==> src/rtl/riscv_core_mul_pkg.sv <==
// Shared definitions for the RV32M iterative multiplier: control encodings,
// sequencer states and the operand magnitude helper.
package riscv_core_mul_pkg;

  localparam int unsigned XLEN_DEF = 32;
  localparam int unsigned MAX_XLEN = 64;

  localparam logic [1:0] MUL    = 2'b00;
  localparam logic [1:0] MULH   = 2'b01;
  localparam logic [1:0] MULHSU = 2'b10;
  localparam logic [1:0] MULHU  = 2'b11;

  typedef enum logic [1:0] {
    IDLE = 2'd0,
    CALC = 2'd1,
    DONE = 2'd2
  } mul_state_e;

  // Operand widths up to MAX_XLEN; callers truncate back to their XLEN.
  function automatic logic [MAX_XLEN-1:0] mul_magnitude(input logic [MAX_XLEN-1:0] op,
                                                        input logic               neg);
    return neg ? (~op + MAX_XLEN'(1)) : op;
  endfunction

endpackage

==> src/rtl/riscv_core_mul_iter.sv <==
// Shift-add datapath: accumulates |A|*|B| one multiplier bit per step.
// RISCV_MUL_EARLY_OUT_EN ends the sequence once no set multiplier bits remain.
module riscv_core_mul_iter #(
  parameter int unsigned XLEN = 32
) (
  input  logic              clk,
  input  logic              rst,
  input  logic              load,
  input  logic              step,
  input  logic [XLEN-1:0]   a_mag,
  input  logic [XLEN-1:0]   b_mag,
  output logic [2*XLEN-1:0] acc,
  output logic              last_c
);

  localparam int unsigned CW = $clog2(XLEN);

  logic [2*XLEN-1:0] mcand;
  logic [XLEN-1:0]   mplier;
  logic [CW-1:0]     count;

  always_ff @(posedge clk or posedge rst) begin
    if (rst) begin
      acc    <= '0;
      mcand  <= '0;
      mplier <= '0;
      count  <= '0;
    end else if (load) begin
      acc    <= '0;
      mcand  <= {XLEN'(0), a_mag};
      mplier <= b_mag;
      count  <= '0;
    end else if (step) begin
      if (mplier[0]) acc <= acc + mcand;
      mcand  <= mcand << 1;
      mplier <= mplier >> 1;
      count  <= count + CW'(1);
    end
  end

`ifdef RISCV_MUL_EARLY_OUT_EN
  // Finish on the step that consumes the top set bit (or immediately when none).
  assign last_c = (count == CW'(XLEN-1)) || (mplier[XLEN-1:1] == '0);
`else
  assign last_c = (count == CW'(XLEN-1));
`endif

endmodule

==> src/rtl/riscv_core_mul_ctrl.sv <==
// Iterative RV32M multiply sequencer: operand sign/magnitude prep, handshake FSM,
// and registered result for riscv_core_mul_out. Optional RISCV_MUL_EARLY_OUT_EN.
module riscv_core_mul_ctrl
  import riscv_core_mul_pkg::*;
#(
  parameter int unsigned XLEN = XLEN_DEF
) (
  input  logic              i_clk,
  input  logic              i_rst,
  input  logic              i_mul_ctrl_valid,
  output logic              o_mul_ctrl_ready,
  input  logic [XLEN-1:0]   i_mul_ctrl_srcA,
  input  logic [XLEN-1:0]   i_mul_ctrl_srcB,
  input  logic [1:0]        i_mul_ctrl_control,
  input  logic              i_mul_ctrl_isword,
  input  logic              i_mul_ctrl_flush,
  output logic              o_mul_ctrl_busy,
  output logic              o_mul_ctrl_valid,
  input  logic              i_mul_ctrl_ready,
  output logic [2*XLEN-1:0] o_mul_ctrl_product,
  output logic              o_mul_ctrl_srcA_Dsign,
  output logic              o_mul_ctrl_srcB_Dsign,
  output logic              o_mul_ctrl_srcA_Wsign,
  output logic              o_mul_ctrl_srcB_Wsign,
  output logic [1:0]        o_mul_ctrl_control,
  output logic              o_mul_ctrl_isword
);

  localparam int unsigned HW = XLEN / 2;

  mul_state_e state, state_nxt;

  logic            a_dsign_c, b_dsign_c, a_wsign_c, b_wsign_c;
  logic [XLEN-1:0] a_eff_c, b_eff_c, a_mag_c, b_mag_c;
  logic            accept_c, step_c, last_c, load_prod_c;
  logic            ready_nxt, busy_nxt, valid_nxt;
  logic [2*XLEN-1:0] acc;

  // Sign flags and magnitudes of the incoming operands
  always_comb begin
    a_dsign_c = i_mul_ctrl_srcA[XLEN-1] && (i_mul_ctrl_control != MULHU);
    b_dsign_c = i_mul_ctrl_srcB[XLEN-1] &&
                ((i_mul_ctrl_control == MUL) || (i_mul_ctrl_control == MULH));
    a_wsign_c = i_mul_ctrl_isword && (i_mul_ctrl_control == MUL) && i_mul_ctrl_srcA[HW-1];
    b_wsign_c = i_mul_ctrl_isword && (i_mul_ctrl_control == MUL) && i_mul_ctrl_srcB[HW-1];
    a_eff_c   = i_mul_ctrl_isword ? {{(XLEN-HW){i_mul_ctrl_srcA[HW-1]}}, i_mul_ctrl_srcA[HW-1:0]}
                                  : i_mul_ctrl_srcA;
    b_eff_c   = i_mul_ctrl_isword ? {{(XLEN-HW){i_mul_ctrl_srcB[HW-1]}}, i_mul_ctrl_srcB[HW-1:0]}
                                  : i_mul_ctrl_srcB;
    // A word operand's sign is its low-half sign; otherwise the full-width sign
    a_mag_c   = XLEN'(mul_magnitude(MAX_XLEN'(a_eff_c),
                                    i_mul_ctrl_isword ? a_wsign_c : a_dsign_c));
    b_mag_c   = XLEN'(mul_magnitude(MAX_XLEN'(b_eff_c),
                                    i_mul_ctrl_isword ? b_wsign_c : b_dsign_c));
  end

  assign accept_c = (state == IDLE) && i_mul_ctrl_valid && !i_mul_ctrl_flush;
  assign step_c   = (state == CALC) && !i_mul_ctrl_flush;

  riscv_core_mul_iter #(.XLEN(XLEN)) u_iter (
    .clk    (i_clk),
    .rst    (i_rst),
    .load   (accept_c),
    .step   (step_c),
    .a_mag  (a_mag_c),
    .b_mag  (b_mag_c),
    .acc    (acc),
    .last_c (last_c)
  );

  always_ff @(posedge i_clk or posedge i_rst) begin
    if (i_rst) state <= IDLE;
    else       state <= state_nxt;
  end

  // Next state; flush wins over accept and result handshake
  always_comb begin
    state_nxt = state;
    if (i_mul_ctrl_flush) begin
      state_nxt = IDLE;
    end else begin
      case (state)
        IDLE:    if (i_mul_ctrl_valid) state_nxt = CALC;
        CALC:    if (last_c) state_nxt = DONE;
        DONE:    if (o_mul_ctrl_valid && i_mul_ctrl_ready) state_nxt = IDLE;
        default: state_nxt = IDLE;
      endcase
    end
  end

  // Next values of the registered handshake outputs
  always_comb begin
    ready_nxt   = (state_nxt == IDLE);
    busy_nxt    = (state_nxt != IDLE);
    valid_nxt   = (state == DONE) && (state_nxt == DONE);
    load_prod_c = valid_nxt && !o_mul_ctrl_valid;
  end

  always_ff @(posedge i_clk or posedge i_rst) begin
    if (i_rst) begin
      o_mul_ctrl_ready      <= 1'b1;
      o_mul_ctrl_busy       <= 1'b0;
      o_mul_ctrl_valid      <= 1'b0;
      o_mul_ctrl_product    <= '0;
      o_mul_ctrl_srcA_Dsign <= 1'b0;
      o_mul_ctrl_srcB_Dsign <= 1'b0;
      o_mul_ctrl_srcA_Wsign <= 1'b0;
      o_mul_ctrl_srcB_Wsign <= 1'b0;
      o_mul_ctrl_control    <= 2'b00;
      o_mul_ctrl_isword     <= 1'b0;
    end else begin
      o_mul_ctrl_ready <= ready_nxt;
      o_mul_ctrl_busy  <= busy_nxt;
      o_mul_ctrl_valid <= valid_nxt;
      if (load_prod_c) o_mul_ctrl_product <= acc;
      if (accept_c) begin
        o_mul_ctrl_srcA_Dsign <= a_dsign_c;
        o_mul_ctrl_srcB_Dsign <= b_dsign_c;
        o_mul_ctrl_srcA_Wsign <= a_wsign_c;
        o_mul_ctrl_srcB_Wsign <= b_wsign_c;
        o_mul_ctrl_control    <= i_mul_ctrl_control;
        o_mul_ctrl_isword     <= i_mul_ctrl_isword;
      end
    end
  end

endmodule

==> config.mk <==
export PLATFORM = sky130hd
export DESIGN_NAME = riscv_core_mul_ctrl
export DESIGN_NICKNAME = d
export VERILOG_FILES = /design/src/rtl/riscv_core_mul_pkg.sv /design/src/rtl/riscv_core_mul_iter.sv /design/src/rtl/riscv_core_mul_ctrl.sv
export SDC_FILE = /design/constraint.sdc
export NUM_CORES = 1
export LEC_CHECK = 0
export BUFFER_PORTS_ARGS = -buffer_cell sky130_fd_sc_hd__buf_4
export CELL_PAD_IN_SITES_DETAIL_PLACEMENT = 0
export CELL_PAD_IN_SITES_GLOBAL_PLACEMENT = 1
export CORE_MARGIN = 2
export CORE_UTILIZATION = 33
export CTS_CLUSTER_DIAMETER = 80
export DETAILED_ROUTE_END_ITERATION = 10
export GPL_TIMING_DRIVEN = 1
export PLACE_DENSITY_LB_ADDON = 0.1
export SLEW_MARGIN = 20
export SYNTH_ARGS = -nofsm -noshare
export SYNTH_HDL_FRONTEND = slang
export SYNTH_SLANG_ARGS = --single-unit
==> constraint.sdc <==
create_clock -name i_clk -period 11.9 [get_ports i_clk]
set_input_delay 2.975 -clock i_clk [delete_from_list [all_inputs] [get_ports i_clk]]
set_output_delay 2.975 -clock i_clk [all_outputs]
set_load 0.02 [all_outputs]
# Yosys cells after proc, flatten, opt, wreduce, memory -nomap -nowiden
# Index checks and enable logic that the tools add are counted.
[classes] add_sub_neg=4 bitwise_logic=2 eq_ne=6 n_reduce_logical=21 n_mux=20
[op_table] operator="2-to-1 mux 64 bit" count=5
[op_table] operator="2-to-1 mux 32 bit" count=6
[op_table] operator="adder 32 x 1 -> 32 bit, second input constant" count=2
[op_table] operator="adder 64 bit" count=1
[op_table] operator="NOT 32 bit" count=2
[op_table] operator="logical AND 1 bit" count=11
[op_table] operator="2-to-1 mux 5 bit" count=2
[op_table] operator="2-to-1 mux 2 bit" count=4
[op_table] operator="zero test 2 bit" count=3
[op_table] operator="one-hot mux 2 bit (3 select lines)" count=1
[op_table] operator="nonzero test 2 bit" count=3
[op_table] operator="adder 5 x 1 -> 5 bit, second input constant" count=1
[op_table] operator="equality test 5 bit, second input constant" count=1
[op_table] operator="equality test 2 x 1 -> 1 bit, second input constant" count=2
[op_table] operator="equality test 2 bit, second input constant" count=2
[op_table] operator="zero test 1 bit" count=2
[op_table] operator="2-to-1 mux 1 bit" count=2
[op_table] operator="inequality test 2 bit, second input constant" count=1
[op_table] operator="AND reduction 2 bit" count=1
[op_table] operator="logical OR 1 bit" count=1
[word_totals] wordCells=68 regBits=241 output_inout_bits=74 inputBits=72

# Depth between registers and ports, before layout
[depth] depth_word=7 mapped_depth=12 depth_no_buf=12

# Cells and area by module
# Synthesis repeated with hierarchy kept, for this count alone.
[unflattened] hier_cells=1642 hier_area_um2=15011.9
[by_module_without_submodules] mod="riscv_core_mul_iter" n_inst=1 cells_each=1180 seq_area_each_um2=4129.0 area_per_inst_um2=10451.3
[by_module_without_submodules] mod="riscv_core_mul_ctrl" n_inst=1 cells_each=462 seq_area_each_um2=1903.1 area_per_inst_um2=4560.6

# Worst setup path after synthesis
# OpenSTA, ideal clock, no wires.
[synth_path] path_kind="input port to flip-flop" from="input i_mul_ctrl_srcA[5]" to="register u_iter.mcand[28]" setup_time_ps=122 path_slack_ps=6784 t_arrival_ps=4993 t_required_ps=11778 path_stages=10 path_buffers=0 cell_sequence="or4_4 or3_4 nor4_4 o21a_1 a21o_2 o21a_2 o21ai_2 xor2_1 a21oi_1 o21ai_1"
[synth_between] elab_chain_len=5
[synth_rtl] item="start, declared" line_no="riscv_core_mul_ctrl.sv:12" source="input logic [XLEN-1:0] i_mul_ctrl_srcA,"
[synth_rtl] item="2-to-1 mux 32 bit" line_no="riscv_core_mul_ctrl.sv:46" source="a_eff_c = i_mul_ctrl_isword ? {{(XLEN-HW){i_mul_ctrl_srcA[HW-1]}}, i_mul_ctrl_srcA[HW-1:0]}"
[synth_rtl] item="NOT 32 bit" line_no="riscv_core_mul_pkg.sv:22" source="return neg ? (~op + MAX_XLEN'(1)) : op;"
[synth_rtl] item="adder 32 x 1 -> 32 bit" line_no="riscv_core_mul_pkg.sv:22"
[synth_rtl] item="2-to-1 mux 32 bit" line_no="riscv_core_mul_pkg.sv:22"
[synth_rtl] item="2-to-1 mux 64 bit" line_no="riscv_core_mul_iter.sv:28" source="end else if (load) begin"
[synth_rtl] item="end signal, assigned" line_no="riscv_core_mul_iter.sv:30" source="mcand <= {XLEN'(0), a_mag};"
[synth_rtl] item="end signal, assigned" line_no="riscv_core_mul_iter.sv:35" source="mcand <= mcand << 1;"
[synth_rtl] item="end, declared" line_no="riscv_core_mul_iter.sv:18" source="logic [2*XLEN-1:0] mcand;"
# Every way passes these cells.
# A chain may end at the register's enable or synchronous reset.

# Final worst setup path
[layout_path] from="input i_mul_ctrl_isword" to="register u_iter.mplier[16]"
[layout_between] elab_chain_len=5 word_cells_on_any_way=8 cone_classes="add/sub: 1; mux: 4; bitwise: 1; reduce/logical: 2"
[layout_rtl] item="start, declared" line_no="riscv_core_mul_ctrl.sv:15" source="input logic i_mul_ctrl_isword,"
[layout_rtl] item="2-to-1 mux 32 bit / logical AND 1 bit (equally long branches)" line_no="riscv_core_mul_ctrl.sv:48, riscv_core_mul_ctrl.sv:45"
[layout_rtl] item="NOT 32 bit / logical AND 1 bit (equally long branches)" line_no="riscv_core_mul_pkg.sv:22, riscv_core_mul_ctrl.sv:45"
[layout_rtl] item="adder 32 x 1 -> 32 bit / 2-to-1 mux 1 bit (equally long branches)" line_no="riscv_core_mul_pkg.sv:22, riscv_core_mul_ctrl.sv:54"
[layout_rtl] item="2-to-1 mux 32 bit *" line_no="riscv_core_mul_pkg.sv:22"
[layout_rtl] item="2-to-1 mux 32 bit *" line_no="riscv_core_mul_iter.sv:28"
[layout_rtl] item="end signal, assigned" line_no="riscv_core_mul_iter.sv:31" source="mplier <= b_mag;"
[layout_rtl] item="end signal, assigned" line_no="riscv_core_mul_iter.sv:36" source="mplier <= mplier >> 1;"
[layout_rtl] item="end, declared" line_no="riscv_core_mul_iter.sv:19" source="logic [XLEN-1:0] mplier;"
# Every way passes the cells marked *; elsewhere a longest branch is shown, timed or not.

==> summary.md <==
| Metric | Value |
|---|---|
| Hold Path Stages | 2 |
| PortBufs | 145 |
| CP arrival | approximately 5.5 ns |
| WP depth | 10 |
| Ys flop type | dfrtp_1 |
| Syn avg cell area | between 8 and 9 um2 |
| FMAX | 0.200 GHz |
| Largest cells by area after synthesis | dfrtp_1 (41%), nand2_1 (6.3%), o21ai_0 (6.1%), ha_1 (5.8%), a21oi_1 (5.2%) |
| Horiz. Die Dim | 214 um |
| Hold EP | o_mul_ctrl_srcB_Dsign |
| Final setup viols | 0 |
| Antenna violations before repair | 2 |
| Area Growth Syn to Fin | 18.1% |
| Slew Limit Fails | 0 |
| Critical path's largest stage delay | 0.53 ns |
| Initial core utilization | 33.6% |
| DP HPWL | approximately 30,000 um |
| Cell family with most CP delay | simple AND/OR/NAND/NOR gates |
| Crit-path slowest cell | nor2b_1 |
| WL final | 42,200 um |
| Yosys warns | 0 |
| First-pass GRT wire length | 68,500 um |
| Starting DRT DRC Count | 623 |
| Initial DRT Pass Iterations | 5 |
| Post-synth top area share | 41.2% |
| Root Driver | clkbuf_16 |
| Worst Hold Slack | 0.465 ns |
| Nets | 1,897 |
| Longest Clk Path Bufs | 3 |
| Critical Path End Type | flip-flop |
| Wire length per cell | 17.8 um |
| Cells after Synth | 1,665 |
| GR Util All Layers | a little under a fifth |
| Synth top cells by count | nand2_1 (244), dfrtp_1 (240), o21ai_0 (177) |
| Skew-Pair Late Insertion Delay | ~0.6 ns |
| Syn Nets | 1,805 |
| Total congestion overflow | 0 |
| R2R Setup Slk | 8.12 ns |
| Share of cells above drive strength 1 | between 10% and 20% |
| Cell variety after synth | 80 |
| Syn Std Cell Area | between 10,000 and 15,000 um2 |
| Yosys top cell by area | dfrtp_1 |
| Via count | 12,194 |
| Critical R2R Launch | u_iter.mcand[0] |
| Unrepaired setup endpoints after global routing | no |
| Max Clock Skew | 0.0276 ns |
| Worst Hold Class | reg -> reg |
| Vias per Instance | 5.15 |
| Leak | 7.84 nW |
| Worst-path clk slew | 0.05 ns |
| Die Y-Extent | 214 um |
| Final number of hold-violating endpoints | 0 |
| Setup TNS | 0 ns |
| Peak fanout along the critical path | 48 |
| Crit path kind | in -> reg |
| Post-CTS Setup Bufs | 0 |
| Worst-margin pin slew | 1.08 ns |
| Slew Limit Headroom | 28.0% |
| Worst Hold Launch | o_mul_ctrl_srcB_Dsign |
| RePlAce Congestion | around 0.84 |
| Remaining DRCs | 0 |
| TritonCTS Buffers | 31 |
| PD cells | 163 nW/um2 |
| Row count | 76 |
| Most frequent cell after synthesis | nand2_1 |
| CP startpoint kind | input port |
| CTS H-Tree Depth | 1 |
| Core area | 43,400 um2 |
| Req. time, crit path | 12.37 ns |
| I/O Pins | 146 |
| Fillcell total | 4,455 |
| Crit-path cells | buf_4, nand2_1, o21ai_0, nor2b_1, buf_4, o21ai_0, a32oi_1, a21oi_1, o22ai_1, nand2_1 |
| Final Critical Period | about 5 ns |
| Sum of buffers and inverters on the critical path | 2 |
| Peak supply drop | 0.0953 mV |
| Die area | 45,800 um2 |
| Worst R2R End | u_iter.acc[56] |
| ANT nets after route | 0 |
| Sequential area share after synthesis | 41.4% |
| Clock Sinks | 241 |
| Post-cts sizing count | 0 |
| CTS tree | done |
| Number of flops mapped to enable cells by yosys | 0 |
| # Max-Cap Violations | 0 |
| Synth Register Bits | 241 |
| Status | finished, final reports clean |
| Hold_buf cts | 0 |
| Largest net degree at the start of global routing | 109 |
| Synth async-reset ratio | 100% |
| Vias in the first global route | 11,960 |
| Worst Reg-to-Reg Cells | 12 |
| Final period utilization | 42.1% |
## layout make-up
cell class	instances	area (um2)	area share, %
well taps	585	732	4.26
diodes	2	5.00	0.0291
repair buffers	156	1170	6.81
clock inverters	15	198	1.15
clock buffers	41	863	5.02
multi-input cells	1282	8020	46.6
inverters	45	176	1.03
flip-flops and latches	241	6030	35.1
## metrics by stage
stage	total power, mW	setup slack [ns]	cell area, um2	utilization (%)	cells
finish	2.80	6.89	17200	39.7	2367
global route	2.98	6.60	17200	39.7	2366
CTS	2.83	6.95	17200	39.6	2365
detailed placement	1.83	6.32	16100	37.2	2309
global placement	1.83	6.40	16100	37.2	2309
floorplan	1.60	2.31	14600	-	1665
## tightest hold or removal path: cells and delay by family, from the launching register on
kind             cells  cell delay, ns
flip-flops           1            0.34
AND/OR/NAND/NOR      2            0.10
## per-layer routing
| layer | track usage, % | routed length [um] | vias to the layer above |
|---|---|---|---|
| met5 | 0 | 0 | - |
| met4 | 4.10 | 682 | 0 |
| li1 | - | - | 6128 |
| met1 | 28.6 | 22400 | 5805 |
| met3 | 2.27 | 1460 | 44 |
| met2 | 26.3 | 17600 | 217 |
## registers in the layout (all words and copies together), names as in the netlist, 2 cells and up
name                cells
o_mul_ctrl_control      2
o_mul_ctrl_product     64
state                   2
u_iter.acc             64
u_iter.count            5
u_iter.mcand           64
u_iter.mplier          32
## placed cells by master (no fill, tap or decap), drive strengths merged, types with 15 or more instances in the layout
cell,synthesis,layout
nand2,244,244
dfrtp,240,240
o21ai,185,185
buf,30,156
a21oi,154,154
nor2,111,111
nand3,86,86
ha,67,67
xnor2,65,65
mux2,64,64
xor2,49,49
inv,44,47
clkbuf,67,41
a31oi,24,24
nor3,23,23
a21o,19,19
a22oi,17,17
nand4,17,17
o21bai,15,15
## worst max path at each step
stage | from | end | slack [ns]
floorplan | i_rst | o_mul_ctrl_busy | 2.31
global placement | i_mul_ctrl_isword | u_iter.mplier[16] | 6.40
detailed placement | i_mul_ctrl_isword | u_iter.mplier[16] | 6.32
CTS | i_mul_ctrl_isword | u_iter.mplier[28] | 6.95
global route | i_mul_ctrl_isword | u_iter.mplier[28] | 6.60
finish | i_mul_ctrl_isword | u_iter.mplier[16] | 6.89
## power breakdown
group / total [mW] / switching, mW / internal [mW]
sequential: 1.04 / 0.108 / 0.934
clock: 0.977 / 0.380 / 0.596
combinational: 0.778 / 0.481 / 0.297
## cell families after synthesis
group,Yosys count,share of synthesized area [%]
AND/OR/NAND/NOR,537,16.6
multiplexers,66,5.09
AO/OA/AOI/OAI,497,20.3
buffers and inverters,142,3.86
XOR/XNOR,114,6.86
flip-flops,241,41.4
adder cells (fa/ha/maj),68,5.89
(Power assumes the default switching activity.)
